File: config.mk
export PLATFORM = sky130hd
export DESIGN_NAME = reg_addr_sequencer
export DESIGN_NICKNAME = d
export VERILOG_FILES = /design/src/rtl/reg_addr_seq_pkg.sv /design/src/rtl/reg_list_prienc.sv /design/src/rtl/reg_addr_sequencer.sv
export SDC_FILE = /design/constraint.sdc
export NUM_CORES = 1
export LEC_CHECK = 0
export CAP_MARGIN = 10
export CORE_MARGIN = 8
export CORE_UTILIZATION = 45
export CTS_CLUSTER_DIAMETER = 30
export CTS_CLUSTER_SIZE = 8
export DETAILED_ROUTE_END_ITERATION = 7
export MAX_ROUTING_LAYER = met4
export PLACE_DENSITY = 0.77
export SETUP_SLACK_MARGIN = 0.05
export SYNTH_ARGS = -nofsm -noshare
export SYNTH_HDL_FRONTEND = slang
export SYNTH_HIERARCHICAL = 1
export SYNTH_SLANG_ARGS = --single-unit
File: constraint.sdc
create_clock -name clk -period 5.5 [get_ports clk]
set_clock_uncertainty 0.15 [all_clocks]
set_input_delay 1.65 -clock clk [delete_from_list [all_inputs] [get_ports clk]]
set_output_delay 1.65 -clock clk [all_outputs]
set_load 0.01 [all_outputs]
File: src/rtl/reg_addr_seq_pkg.sv
// reg_addr_seq_pkg: shared mode codes, FSM states and default register indices
package reg_addr_seq_pkg;
  localparam logic [2:0] MODE_RN      = 3'd0;
  localparam logic [2:0] MODE_RD_PX   = 3'd1;
  localparam logic [2:0] MODE_PC      = 3'd2;
  localparam logic [2:0] MODE_LR      = 3'd3;
  localparam logic [2:0] MODE_LIST_UP = 3'd4;
  localparam logic [2:0] MODE_LIST_DN = 3'd5;
  localparam int DEF_PC_IDX = 15;
  localparam int DEF_LR_IDX = 14;
  typedef enum logic [1:0] {IDLE, SEQ, FIN} state_e;
endpackage

File: src/rtl/reg_list_prienc.sv
// reg_list_prienc: lowest or highest set index of a register mask, plus any-set flag
module reg_list_prienc #(
  parameter int N = 16,
  parameter int W = 4
) (
  input  logic [N-1:0] mask,
  input  logic         high_first,
  output logic [W-1:0] idx,
  output logic         any
);
  always_comb begin
    idx = '0;
    any = |mask;
    if (high_first) begin
      for (int i = 0; i < N; i++) if (mask[i]) idx = W'(i);
    end else begin
      for (int i = N - 1; i >= 0; i--) if (mask[i]) idx = W'(i);
    end
  end
endmodule

File: src/rtl/reg_addr_sequencer.sv
// reg_addr_sequencer: emits register-file addresses one per accepted advance
// for single-register selections and ascending/descending register-list walks.
module reg_addr_sequencer import reg_addr_seq_pkg::*; #(
  parameter int NREGS  = 16,
  parameter int AW     = 4,
  parameter int IRW    = 32,
  parameter int RN_LSB = 16,
  parameter int RD_LSB = 12,
  parameter int PC_IDX = DEF_PC_IDX,
  parameter int LR_IDX = DEF_LR_IDX
) (
  input  logic           clk,
  input  logic           reset,
  input  logic           start,
  input  logic [2:0]     mode,
  input  logic [IRW-1:0] ir,
  input  logic [AW-1:0]  px,
  input  logic           advance,
  output logic [AW-1:0]  addr_out,
  output logic           addr_valid,
  output logic           busy,
  output logic           done,
  output logic [AW:0]    count,
  output logic           err
);
  state_e state_q, state_d;
  logic [NREGS-1:0] mask_q, mask_d, load_mask;
  logic [AW-1:0] addr_q, addr_d, rd_idx, single_idx;
  logic [AW:0] count_q, count_d;
  logic dir_q, dir_d, err_q, err_d, any, take, accept, rsvd, is_list;
  logic unused_ir;
  assign unused_ir = ^ir;
  assign take    = state_q == IDLE && start;
  assign accept  = state_q == SEQ && advance;
  assign rsvd    = mode > MODE_LIST_DN;
  assign is_list = mode == MODE_LIST_UP || mode == MODE_LIST_DN;
  assign rd_idx  = ir[RD_LSB+:AW] + px;
  assign single_idx = mode == MODE_RN ? ir[RN_LSB+:AW] : mode == MODE_RD_PX ? rd_idx :
                      mode == MODE_PC ? AW'(PC_IDX) : AW'(LR_IDX);
  assign load_mask = rsvd ? '0 : is_list ? ir[NREGS-1:0] : NREGS'(1) << single_idx;
  always_comb begin
    mask_d  = mask_q;
    dir_d   = dir_q;
    count_d = count_q;
    err_d   = err_q;
    if (take) begin
      mask_d  = load_mask;
      dir_d   = mode == MODE_LIST_DN;
      count_d = '0;
      err_d   = rsvd;
    end else if (accept) begin
      mask_d  = mask_q & ~(NREGS'(1) << addr_q);
      count_d = count_q + 1'b1;
    end
  end
  // The encoder looks at the next mask so the following address is ready with no bubble.
  reg_list_prienc #(.N(NREGS), .W(AW)) u_enc (
    .mask(mask_d), .high_first(dir_d), .idx(addr_d), .any(any)
  );
  always_comb begin
    state_d = state_q == FIN ? IDLE : state_q;
    if (take || accept) state_d = any ? SEQ : FIN;
  end
  always_ff @(posedge clk) begin
    if (reset) begin
      state_q <= IDLE;
      mask_q  <= '0;
      dir_q   <= 1'b0;
      addr_q  <= '0;
      count_q <= '0;
      err_q   <= 1'b0;
    end else begin
      state_q <= state_d;
      mask_q  <= mask_d;
      dir_q   <= dir_d;
      addr_q  <= addr_d;
      count_q <= count_d;
      err_q   <= err_d;
    end
  end
  assign addr_out   = addr_q;
  assign addr_valid = state_q == SEQ;
  assign busy       = state_q == SEQ;
  assign done       = state_q == FIN;
  assign count      = count_q;
  assign err        = err_q;
endmodule
==> metrics.txt <==
outcome=finished, final reports clean; count of flip-flops with a built-in enable after synthesis=0; count of routing violations after the opening detailed-route iteration=290; Worst EP required=5.52 ns; post-cts hold buffer count=0; Ys Warns=6; setup slack at placement=0.510 ns; path depth of the worst reg2reg path=12; Buffers & Inverters on Critical Path=3; number of ports placed on the die boundary=56; proportion of synthesized flip-flops having asynchronous set or reset=0; hold depth=2; Cell Count, Final, Fillers Out=409; remaining routing DRC violations=0; length of routed met3 wiring=447 microns; antenna-violating nets left=0; length of routed met2 wiring=3.50 mm; Slowest Stage Delay on Critical Path=0.48 ns; overall power consumption=0.000817 W; clock tree buffer depth=2; Die Span Y=87.4 microns; Worst slew margin=0.590; Area contributors post-synth=sky130_fd_sc_hd__dfxtp_1 (25%), sky130_fd_sc_hd__o31ai_1 (5.6%), sky130_fd_sc_hd__o311a_1 (5.2%); multi-input logic area=0.00159 sq mm; overall routing resource usage=0.197; category of the critical setup timing path=in -> reg; Post-Route Setup TNS=0 ns; placed instance count=401; antenna violations before repair=0; Max FO, Critical Path=6; most common cell in the synthesized netlist=sky130_fd_sc_hd__dfxtp_1; area added between synthesis and finish=30.1%; share of the synthesized area in the top cell type=0.253; H-tree lvl count=2; number of gates resized after CTS=0; number of global-route vias before repair=2415; LEAKAGE=1.05 nW; hpwl dp=5.62 mm; sequential cell area=581 sq um; Routability Congestion=0.901; Final WS setup=0.664 ns; worst hold slack across all endpoints=0.324 ns; global-route wire length before repair=11.7 mm; post-synthesis sequential area ratio=0.253; part of the cycle the worst path needs=0.879; clock latency of the later-clocked register in the worst-skew pair=0.28 ns; arrival time reported for the critical path endpoint=4.85 ns; power density cells=274 mW/mm^2; worst vdd rail ir drop=0.000118 V; die area=0.00763 sq mm; setup repair after global routing missed its margin=no; synthesized flop and latch total=29; cell-by-cell listing of the critical path=clkdlybuf4s50_1 > ha_1 > inv_1 > fa_1 > and2_1 > o21ai_1 > nand3_1 > o31ai_1 > buf_4 > nor2_1 > nand2_1 > nor2_1 > nand2_1 > nor2b_1 > o21ai_0 > a21oi_1; final setup violation count=0; cell types with the highest counts after synthesis=sky130_fd_sc_hd__dfxtp_1 (29), sky130_fd_sc_hd__nor2_1 (19), sky130_fd_sc_hd__o31ai_1 (17); fill cell instance count of the final layout=485; routed length on met1=3.14 mm; share of cells above drive strength 1=0.127; floorplan die width=87.4 microns; Core Region=0.00501 sq mm; clock sink count=29; HP Class=reg -> reg; Std-Cell Rows=26; maximum number of pins on one net before global-route repair=24; Pre-antenna DRT Iters=5; starting density of the core=0.457; CP startpoint kind=input port; Diodes inserted=0; TritonCTS clock tree=built; CP top delay family=simple AND/OR/NAND/NOR gates; gate count of the mapped netlist=285; average wire per cell in the routed design=17.7 microns; number of failing hold endpoints at the final stage=0; cell accounting for the most synthesized area=sky130_fd_sc_hd__dfxtp_1; count of unique library cells instantiated by Yosys=62; mean cell area of the mapped netlist=8.04 sq um; clock slew seen by the registers of the worst setup and hold paths=0.07 ns; cell with the largest stage delay on the worst path=sky130_fd_sc_hd__clkdlybuf4s50_1; count of maximum capacitance violations=0; Post-CTS Setup Bufs=0; max layer used=met4; per-cell via count in the routed design=6.33; slew at the pin closest to its max-slew limit=0.610 ns; instance count on the critical path=16; clock root buffer=sky130_fd_sc_hd__clkbuf_8; top_reg_cell synth=sky130_fd_sc_hd__dfxtp_1; Port Buffer Count=43; post-layout net count=386; number of vias in the routed layout=2589; summed instance area of the synthesized netlist=0.00229 sq mm; max-slew violation total from the final report=0; Syn Nets=333; Congestion Overflow GR=0; maximum frequency from static timing analysis=207 MHz; number of CTS-inserted buffers=5; crit path time final=4.84 ns; sort of element at the end of the critical path=flop; total length of routed wires=7.23 mm
-- cell type report --
class	instances	share of cell area
Tap cell	70	0.0294
Clock inverter	1	0.00168
Multi-Input combinational cell	227	0.532
Timing Repair Buffer	63	0.195
Sequential cell	29	0.195
Clock buffer	7	0.0323
Inverter	12	0.0151
-- where the power goes --
part	switching [W]	internal, W
clock network	0.0000809	0.000113
logic	0.000207	0.000164
registers	0.0000202	0.000231
-- per-layer routing --
metal / global-route usage / vias to the layer above
met4: 0.0750 / 0
met3: 0.0368 / 16
met5: - / -
met2: 0.321 / 115
met1: 0.234 / 1227
li1: - / 1231
-- through the flow --
| stage | util | cell area, sq um |
|---|---|---|
| floorplan | - | 2290 |
| global placement | 0.575 | 2880 |
| detailed placement | 0.575 | 2880 |
| CTS | 0.595 | 2980 |
| global route | 0.595 | 2980 |
| finish | 0.595 | 2980 |
-- registers in the layout, summed over array words and instances (netlist names) --
name      cells
err           1
addr_out      4
mask_q       16
dir_q         1
count         5
state_q       2
-- layout by cell type (no fill, tap or decap), types with 6 or more instances in the layout --
master                            count
sky130_fd_sc_hd__nand2_1             15
sky130_fd_sc_hd__nand3b_1             7
sky130_fd_sc_hd__nand2b_1             7
sky130_fd_sc_hd__dfxtp_1             29
sky130_fd_sc_hd__nand3_1              8
sky130_fd_sc_hd__nor2_1              19
sky130_fd_sc_hd__inv_1               11
sky130_fd_sc_hd__o31ai_1             17
sky130_fd_sc_hd__clkbuf_8             7
sky130_fd_sc_hd__clkdlybuf4s50_1     43
sky130_fd_sc_hd__a31oi_1             15
sky130_fd_sc_hd__o311a_1             12
sky130_fd_sc_hd__a21oi_1             12
sky130_fd_sc_hd__nor3_1              10
sky130_fd_sc_hd__nor2b_1              9
sky130_fd_sc_hd__o22ai_1              6
sky130_fd_sc_hd__buf_4               20
sky130_fd_sc_hd__o32ai_1              6
-- tightest hold or removal path, delay by kind of cell (launching register included) --
kind            cells  cell delay (ns)
simple gates        1             0.06
compound gates      1             0.06
flops               1             0.30
-- worst paths after layout --
| check | from | to | slack (ns) |
|---|---|---|---|
| min | dir_q | dir_q | 0.32 |
| min reg2reg | dir_q | dir_q | 0.32 |
| max reg2reg | state_q[0] | state_q[1] | 2.44 |
| max | ir[12] | state_q[1] | 0.66 |
-- kinds of logic after synthesis --
| kind of cell | after synthesis | share of synthesized area |
|---|---|---|
| xor gates and xnor gates | 7 | 0.0268 |
| buffers and inverters | 29 | 0.0541 |
| and+or+nand+nor | 102 | 0.255 |
| adders and majority gates | 5 | 0.0306 |
| muxes | 2 | 0.00928 |
| DFF | 29 | 0.253 |
| AOI/OAI and AO/OA | 111 | 0.371 |
No activity file was read; power rests on OpenSTA's default activity.
